--- config.mk ---
export PLATFORM = sky130hd
export DESIGN_NAME = ysyx_23060184_rd_arbiter
export DESIGN_NICKNAME = d
export VERILOG_FILES = /design/src/rtl/ysyx_23060184_rd_arbiter_pkg.sv /design/src/rtl/ysyx_23060184_arb_timer.sv /design/src/rtl/ysyx_23060184_rd_arbiter.sv
export SDC_FILE = /design/constraint.sdc
export NUM_CORES = 1
export LEC_CHECK = 0
export ABC_AREA = 1
export CAP_MARGIN = 0
export CORE_ASPECT_RATIO = 0.75
export CORE_MARGIN = 4
export CORE_UTILIZATION = 30
export CTS_BUF_LIST = sky130_fd_sc_hd__clkbuf_8
export DETAILED_ROUTE_END_ITERATION = 7
export PLACE_DENSITY_LB_ADDON = 0.2
export REMOVE_ABC_BUFFERS = 1
export SYNTH_ARGS = -nofsm -noshare
export SYNTH_HDL_FRONTEND = slang
export SYNTH_SLANG_ARGS = --single-unit
--- constraint.sdc ---
create_clock -name clk -period 3.9 [get_ports clk]
set_clock_uncertainty 0.05 [all_clocks]
set_input_delay 0.78 -clock clk [delete_from_list [all_inputs] [get_ports clk]]
set_output_delay 0.78 -clock clk [all_outputs]
set_load 0.01 [all_outputs]
--- src/rtl/ysyx_23060184_rd_arbiter_pkg.sv ---
// Shared widths, AXI read response codes and FSM encodings for the two-master read arbiter.
package ysyx_23060184_rd_arbiter_pkg;

    localparam int DATA_WIDTH  = 32;
    localparam int ACERR_WIDTH = 2;
    localparam int TMR_WIDTH   = 16;

    localparam logic [ACERR_WIDTH-1:0] RESP_OKAY   = 2'b00;
    localparam logic [ACERR_WIDTH-1:0] RESP_SLVERR = 2'b10;

    typedef enum logic [1:0] {
        ST_IDLE = 2'b00,
        ST_AR   = 2'b01,
        ST_R    = 2'b10,
        ST_ERR  = 2'b11
    } arb_state_e;

    typedef enum logic {
        OWN_M0 = 1'b0,
        OWN_M1 = 1'b1
    } arb_owner_e;

endpackage

--- src/rtl/ysyx_23060184_arb_timer.sv ---
// R-phase watchdog: counts stalled R cycles and flags the cycle that reaches TIMEOUT_CYC.
module ysyx_23060184_arb_timer
    import ysyx_23060184_rd_arbiter_pkg::*;
#(
    parameter int unsigned TIMEOUT_CYC = 255
) (
    input  logic clk,
    input  logic reset,
    input  logic clear_i,
    input  logic enable_i,
    output logic expired_o
);

    localparam logic [TMR_WIDTH-1:0] LAST_CNT = TMR_WIDTH'(TIMEOUT_CYC - 1);

    logic [TMR_WIDTH-1:0] cnt_q, cnt_d;

    always_comb begin
        cnt_d = cnt_q;
        if (clear_i) begin
            cnt_d = '0;
        end else if (enable_i) begin
            cnt_d = cnt_q + TMR_WIDTH'(1);
        end
    end

    // Fires during the TIMEOUT_CYC-th stalled cycle so ERR follows on that edge.
    assign expired_o = enable_i && (cnt_q == LAST_CNT);

    always_ff @(posedge clk or posedge reset) begin
        if (reset) begin
            cnt_q <= '0;
        end else begin
            cnt_q <= cnt_d;
        end
    end

endmodule

--- src/rtl/ysyx_23060184_rd_arbiter.sv ---
// IFU/LSU read arbiter onto one SRAM port with R-phase timeout.
// Define YSYX_23060184_ARB_RR_EN for round-robin ties; otherwise the LSU (m1) always wins.
module ysyx_23060184_rd_arbiter
    import ysyx_23060184_rd_arbiter_pkg::*;
#(
    parameter int unsigned TIMEOUT_CYC = 255
) (
    input  logic                   clk,
    input  logic                   reset,
    input  logic [DATA_WIDTH-1:0]  m0_araddr,
    input  logic                   m0_arvalid,
    output logic                   m0_arready,
    output logic [DATA_WIDTH-1:0]  m0_rdata,
    output logic [ACERR_WIDTH-1:0] m0_rresp,
    output logic                   m0_rvalid,
    input  logic                   m0_rready,
    input  logic [DATA_WIDTH-1:0]  m1_araddr,
    input  logic                   m1_arvalid,
    output logic                   m1_arready,
    output logic [DATA_WIDTH-1:0]  m1_rdata,
    output logic [ACERR_WIDTH-1:0] m1_rresp,
    output logic                   m1_rvalid,
    input  logic                   m1_rready,
    output logic [DATA_WIDTH-1:0]  s_araddr,
    output logic                   s_arvalid,
    input  logic                   s_arready,
    input  logic [DATA_WIDTH-1:0]  s_rdata,
    input  logic [ACERR_WIDTH-1:0] s_rresp,
    input  logic                   s_rvalid,
    output logic                   s_rready
);

    arb_state_e state_q, state_d;
    arb_owner_e owner_q, owner_d;
    arb_owner_e grant;

    logic                  own_arvalid;
    logic [DATA_WIDTH-1:0] own_araddr;
    logic                  own_rready;
    logic                  tmr_clr, tmr_en, tmr_exp;

    assign own_arvalid = (owner_q == OWN_M1) ? m1_arvalid : m0_arvalid;
    assign own_araddr  = (owner_q == OWN_M1) ? m1_araddr  : m0_araddr;
    assign own_rready  = (owner_q == OWN_M1) ? m1_rready  : m0_rready;

`ifdef YSYX_23060184_ARB_RR_EN
    arb_owner_e last_q, last_d;

    always_comb begin
        if (m0_arvalid && m1_arvalid) begin
            grant = (last_q == OWN_M0) ? OWN_M1 : OWN_M0;
        end else begin
            grant = m1_arvalid ? OWN_M1 : OWN_M0;
        end
    end

    assign last_d = ((state_q == ST_IDLE) && (m0_arvalid || m1_arvalid)) ? grant : last_q;

    // Reset to m1 so the first tie after reset goes to m0.
    always_ff @(posedge clk or posedge reset) begin
        if (reset) begin
            last_q <= OWN_M1;
        end else begin
            last_q <= last_d;
        end
    end
`else
    assign grant = m1_arvalid ? OWN_M1 : OWN_M0;
`endif

    ysyx_23060184_arb_timer #(
        .TIMEOUT_CYC (TIMEOUT_CYC)
    ) u_timer (
        .clk       (clk),
        .reset     (reset),
        .clear_i   (tmr_clr),
        .enable_i  (tmr_en),
        .expired_o (tmr_exp)
    );

    always_comb begin
        state_d    = state_q;
        owner_d    = owner_q;
        tmr_clr    = 1'b0;
        tmr_en     = 1'b0;
        m0_arready = 1'b0;
        m0_rdata   = '0;
        m0_rresp   = RESP_OKAY;
        m0_rvalid  = 1'b0;
        m1_arready = 1'b0;
        m1_rdata   = '0;
        m1_rresp   = RESP_OKAY;
        m1_rvalid  = 1'b0;
        s_araddr   = '0;
        s_arvalid  = 1'b0;
        s_rready   = 1'b0;

        unique case (state_q)
            ST_IDLE: begin
                // Drain any stale SRAM beat while nobody owns the bus.
                s_rready = 1'b1;
                if (m0_arvalid || m1_arvalid) begin
                    state_d = ST_AR;
                    owner_d = grant;
                end
            end
            ST_AR: begin
                s_arvalid = own_arvalid;
                s_araddr  = own_araddr;
                if (owner_q == OWN_M1) begin
                    m1_arready = s_arready;
                end else begin
                    m0_arready = s_arready;
                end
                if (own_arvalid && s_arready) begin
                    state_d = ST_R;
                    tmr_clr = 1'b1;
                end
            end
            ST_R: begin
                s_rready = own_rready;
                if (owner_q == OWN_M1) begin
                    m1_rdata  = s_rdata;
                    m1_rresp  = s_rresp;
                    m1_rvalid = s_rvalid;
                end else begin
                    m0_rdata  = s_rdata;
                    m0_rresp  = s_rresp;
                    m0_rvalid = s_rvalid;
                end
                // A handshake in the expiry cycle takes precedence over the timeout.
                if (s_rvalid && own_rready) begin
                    state_d = ST_IDLE;
                end else begin
                    tmr_en = 1'b1;
                    if (tmr_exp) begin
                        state_d = ST_ERR;
                    end
                end
            end
            ST_ERR: begin
                s_rready = 1'b1;
                if (owner_q == OWN_M1) begin
                    m1_rvalid = 1'b1;
                    m1_rresp  = RESP_SLVERR;
                end else begin
                    m0_rvalid = 1'b1;
                    m0_rresp  = RESP_SLVERR;
                end
                if (own_rready) begin
                    state_d = ST_IDLE;
                end
            end
            default: state_d = ST_IDLE;
        endcase
    end

    always_ff @(posedge clk or posedge reset) begin
        if (reset) begin
            state_q <= ST_IDLE;
            owner_q <= OWN_M0;
        end else begin
            state_q <= state_d;
            owner_q <= owner_d;
        end
    end

endmodule

==> flow_summary.toml, run 1 <==
[finish]
drive_above_1_share_pct = 3.65
finish.utilization_pct = 61.0
diodes = 0
final_area_sq_mm = 0.00451
fin_cells = 732
area_growth_pct = 96.2
nNetsFinal = 744

[flow_run]
cap_viol_max_count = 0

[placement]
gp_congestion = 0.844
post_dp_cell_area_sq_mm = 0.00446
dp_hpwl_mm = 8.91
dp.cells = 728
io_buffers = 211

[synth]
ys_seq_area_share_pct = 20.7
yosysTopAreaCell = "nand2_1"
synth_edf_count = 0
synth_most_common_cell = "nand2_1"
yosysWarningCount = 0
synth_top_area_share_pct = 22.2
synthArstFlopShare_pct = 100
syn_area_per_cell_sq_um = 5.33
synth-main-ff-cell = "dfrtp_1"
ys_top_cells_by_count = "nand2_1, nor2_1, inv_1, a21oi_1, dfrtp_1"
synthCells = 431
synth.area.top_cells = "nand2_1, dfrtp_1, nor2_1, inv_1, a21oi_1"
syn_area_sq_mm = 0.00230
ys_types = 27
ys_ff_latch = 19

[sta]
maxSlewViolCount = 0
min_period_ns = 3.31
timing.setup.tns_ns = 0
tightest_slew_ns = 0.757
max_freq_ghz = 0.302
holdWs_ns = 0.492
rsz0062_at_grt = "false"
maxSlewHeadroom_pct = 49.5
fin_crit_sh_pct = 84.9
hold_viol_final = 0
setup_violations = 0

[routing]
drc = 0
avgRoutedWirePerCell_um = 14.7
via_per_inst = 4.60
wl_mm = 10.8
drt_first_pass_iters = 5
vias = 3368
final_antenna_net_count = 0
drt_iter0_drc = 306

[setup_path]
critPathKind = "flip-flop to output port"
crit_path_end_kind = "output port"
crit_arrival_ns = 2.48
cp-start-kind = "flip-flop"
required_ns = 3.07
path_max_fanout = 21

[clock_network]
clock_latency_ns = 0.26
cts_tree = "built"
clk_pin_slew_worst_paths_ns = 0.08
root_buffer = "clkbuf_8"
numCtsBuffers = 3
htreeDepth = 1
clockBufferDepth = 2
cts_sinks = 19
postCtsSetupBuffers = 0
ctsHoldBuffers = 0
ctsResizeCount = 0

[power]
p_leak_uw = 0.00209
vdd_ir_drop_max_mv = 0.252
power_density_mw_per_mm2 = 436

[global_route]
grtUsageTotal_pct = 22.4
grt_pass1_wl_mm = 16.3
grt_start_max_net_pins = 38
grt_pass1_vias = 3206
grt_overflow = 0
antenna_found_initial = 0

[floorplanning]
placementRows = 27
core_sq_mm = 0.00740
start_util_pct = 31.1
fp.dieArea_sq_mm = 0.00914
die_h_um = 83.8
die_w_um = 109
ios = 212

[run_status]
status = "finished, final reports clean"

[hold_path]
hp-class = "flip-flop to flip-flop"
report_power, final:
| group | internal, uW | switching [uW] | leakage (uW) |
|---|---|---|---|
| clock network | 70.2 | 70.2 | 0.0000269 |
| logic | 700 | 814 | 0.00181 |
| registers | 242 | 69.6 | 0.000249 |
| total | 1010 | 954 | 0.00209 |
cells by family after synthesis:
kind of cell | count (synthesis) | share of synthesized area, %
and+or+nand+nor | 264 | 47.4
adders and majority gates | 6 | 3.27
DFF | 19 | 20.7
xor gates and xnor gates | 1 | 0.381
AOI/OAI and AO/OA | 52 | 12.1
buffers and inverters | 89 | 16.2
per-layer routing:
metal	track usage (%)	up-vias	routed length [um]
met5	0	-	0
met3	5.65	22	971
li1	-	1710	-
met1	24.8	1488	4040
met2	41.6	148	5490
met4	5.96	0	301
critical path, stage by stage, from the launching register on:
cell             delay, ns
dfrtp_1               0.43
inv_1                 0.10
ha_1                  0.20
clkinv_1              0.37
buf_4                 0.36
a21oi_1               0.17
clkdlybuf4s50_1       0.58
sequential cells by signal (all words and copies together) (netlist names):
| name | count |
|---|---|
| owner_q | 1 |
| state_q | 2 |
| u_timer.cnt_q | 16 |
area by class of cell:
cell class / instances / area, sq um
Clock buffer: 3 / 41.3
Timing Repair Buffer: 215 / 2140
Clock inverter: 1 / 3.75
Inverter: 70 / 270
Sequential cell: 19 / 475
Multi-Input combinational cell: 323 / 1450
Fill cell: 691 / 2890
Tap cell: 101 / 126
worst paths after layout:
path	cells past startpoint	slack, ns	from	to
worst max-delay path	6	0.59	state_q[1]	s_araddr[22]
worst min-delay path	2	0.49	state_q[0]	state_q[0]
worst max register to register	8	1.64	owner_q	u_timer.cnt_q[1]
worst min register to register	2	0.49	state_q[0]	state_q[0]
max in group asynchronous	2	2.42	reset	owner_q
min in group asynchronous	2	0.90	reset	u_timer.cnt_q[8]
stage by stage:
| step | setup WS [ns] | total power [uW] |
|---|---|---|
| after global routing | 0.353 | 2130 |
| after CTS | 0.570 | 1980 |
| after detailed placement | 0.790 | 1830 |
| after global placement | 0.793 | 1800 |
| final | 0.588 | 1970 |
| after floorplan | 1.00 | 1010 |
cells in the final DEF (no fill, tap or decap), types with 3 or more instances in the layout:
master,n
clkdlybuf4s50_1,211
nand2_1,136
nor2_1,93
inv_1,67
a21oi_1,38
dfrtp_1,19
nand3_1,16
o21ai_0,8
nand3_2,6
nand4_1,6
ha_1,6
buf_4,4
clkbuf_8,3
Note: power is estimated with default switching activity, not from simulation.
==> run 2, diff against run 1 <==
- clock period: 3.9 -> 3.1 ns (I/O delays scaled with it)
==> flow_summary.toml, run 2 (same netlist as run 1, synthesis figures left out) <==
[run_status]
status = "finished, final reports clean"

[finish]
largest_register = "u_timer.cnt_q"
layout_common_cells = "clkdlybuf4s50_1, nand2_1, nor2_1, inv_1, a21oi_1"
largest_reg_flops = 16
drive_above_1_share_pct = 3.96
diodes = 0
area_growth_pct = 96.6
final_area_sq_mm = 0.00452
top_regs = "u_timer.cnt_q x16, state_q x2, owner_q x1"
nNetsFinal = 745
final_common_cell = "clkdlybuf4s50_1"

[power]
pwr-share-comb_pct = 77.4
pwr-share-seq_pct = 15.5
power_density_mw_per_mm2 = 547
p_sw_share_pct = 48.2
vdd_ir_drop_max_mv = 0.279
netSwitchingPower_uw = 1190
p_int_uw = 1280
clockPowerShare_pct = 7.1
p_leak_uw = 0.00209

[global_route]
grtUsageTotal_pct = 21.8
grt_start_max_net_pins = 38
antenna_found_initial = 0
grt_overflow = 0
grt_pass1_wl_mm = 16.2
grt_pass1_vias = 3265

[floorplanning]
placementRows = 27
die_h_um = 83.8
die_w_um = 109
ios = 212
core_sq_mm = 0.00740
start_util_pct = 31.1
fp.dieArea_sq_mm = 0.00914

[sta]
hold_viol_final = 0
min_period_ns = 2.85
tightest_slew_ns = 0.744
timing.setup.tns_ns = 0
maxSlewHeadroom_pct = 50.3
max_freq_ghz = 0.351
rsz0062_at_grt = "false"
holdWs_ns = 0.502
maxSlewViolCount = 0
setup_violations = 0
fin_crit_sh_pct = 91.8

[clock_network]
clock_latency_ns = 0.26
clockBufferDepth = 2
htreeDepth = 1
numCtsBuffers = 3
postCtsSetupBuffers = 0
clk_pin_slew_worst_paths_ns = 0.08
ctsResizeCount = 0
ctsHoldBuffers = 0
cts_sinks = 19
root_buffer = "clkbuf_8"
cts_tree = "built"

[setup_path]
crit_arrival_ns = 2.18
crit_path_end_kind = "output port"
slowest_stage = "clkdlybuf4s50_1"
path_max_fanout = 33
required_ns = 2.43
worstReg2RegEnd = "u_timer.cnt_q[2]"
endpoint = "m1_rdata[7]"
startpoint = "state_q[0]"
max_stage_delay_ns = 0.57
cp-start-kind = "flip-flop"
r2r_setup_slack_ns = 1.00
crit_chain = "inv_1 > ha_1 > nand2_1 > buf_4 > nor2_1 > clkdlybuf4s50_1"
critPathKind = "flip-flop to output port"
rr_startpoint = "owner_q"
ff2ff_path_depth = 8

[flow_run]
cap_viol_max_count = 0

[routing]
via_per_inst = 4.60
final_antenna_net_count = 0
drc = 0
wl_mm = 10.6
drt_first_pass_iters = 5
vias = 3374
avgRoutedWirePerCell_um = 14.4
drt_iter0_drc = 230

[placement]
dp_hpwl_mm = 8.60
post_dp_cell_area_sq_mm = 0.00447
io_buffers = 211
gp_congestion = 0.907

[hold_path]
hp-class = "flip-flop to flip-flop"
run 2: layout make-up:
| class | count | area, sq um |
|---|---|---|
| fillers | 673 | 2880 |
| multi-input cells | 323 | 1450 |
| repair buffers | 216 | 2150 |
| flip-flops and latches | 19 | 475 |
| clock buffers | 3 | 41.3 |
| inverters | 70 | 270 |
| well taps | 101 | 126 |
| clock inverters | 1 | 5.00 |
run 2: critical path: cells and delay by family, from the launching register on:
kind | cells | cell delay (ns)
buf+inv | 3 | 0.94
flops | 1 | 0.43
simple gates | 2 | 0.24
fa+ha+maj | 1 | 0.32
run 2: power by group through the flow:
stage                     Combinational [uW]  Sequential, uW  Clock [uW]
after floorplan                          858             412           0
after global placement                  1900             382           0
after detailed placement                1910             384           0
after CTS                               1920             382         179
after global routing                    2100             395         190
final                                   1910             384         175
run 2: how the worst min path moves through the flow:
stage               cells after the start           endpoint  slack, ns               from
global route                            2         state_q[0]       0.54         state_q[0]
global placement                        2  u_timer.cnt_q[14]       0.47  u_timer.cnt_q[14]
finish                                  2  u_timer.cnt_q[15]       0.50  u_timer.cnt_q[15]
detailed placement                      2         state_q[0]       0.49         state_q[0]
floorplan                               2  u_timer.cnt_q[14]       0.44  u_timer.cnt_q[14]
CTS                                     2  u_timer.cnt_q[15]       0.51  u_timer.cnt_q[15]
run 2: layer usage:
metal | share of wire [%] | global-route usage, %
met3 | 8.3 | 4.18
met2 | 51 | 41.4
met1 | 38 | 24.3
met5 | 0 | 0
met4 | 2.6 | 5.50
run 2: metrics by stage:
step,utilization (%),setup WS [ns],instances,power (uW)
after CTS,61.1,0.252,733,2480
after global placement,60.4,0.315,729,2280
final,61.1,0.255,733,2470
after detailed placement,60.4,0.344,729,2290
after global routing,61.1,0.115,733,2680
after floorplan,-,0.365,412,1270
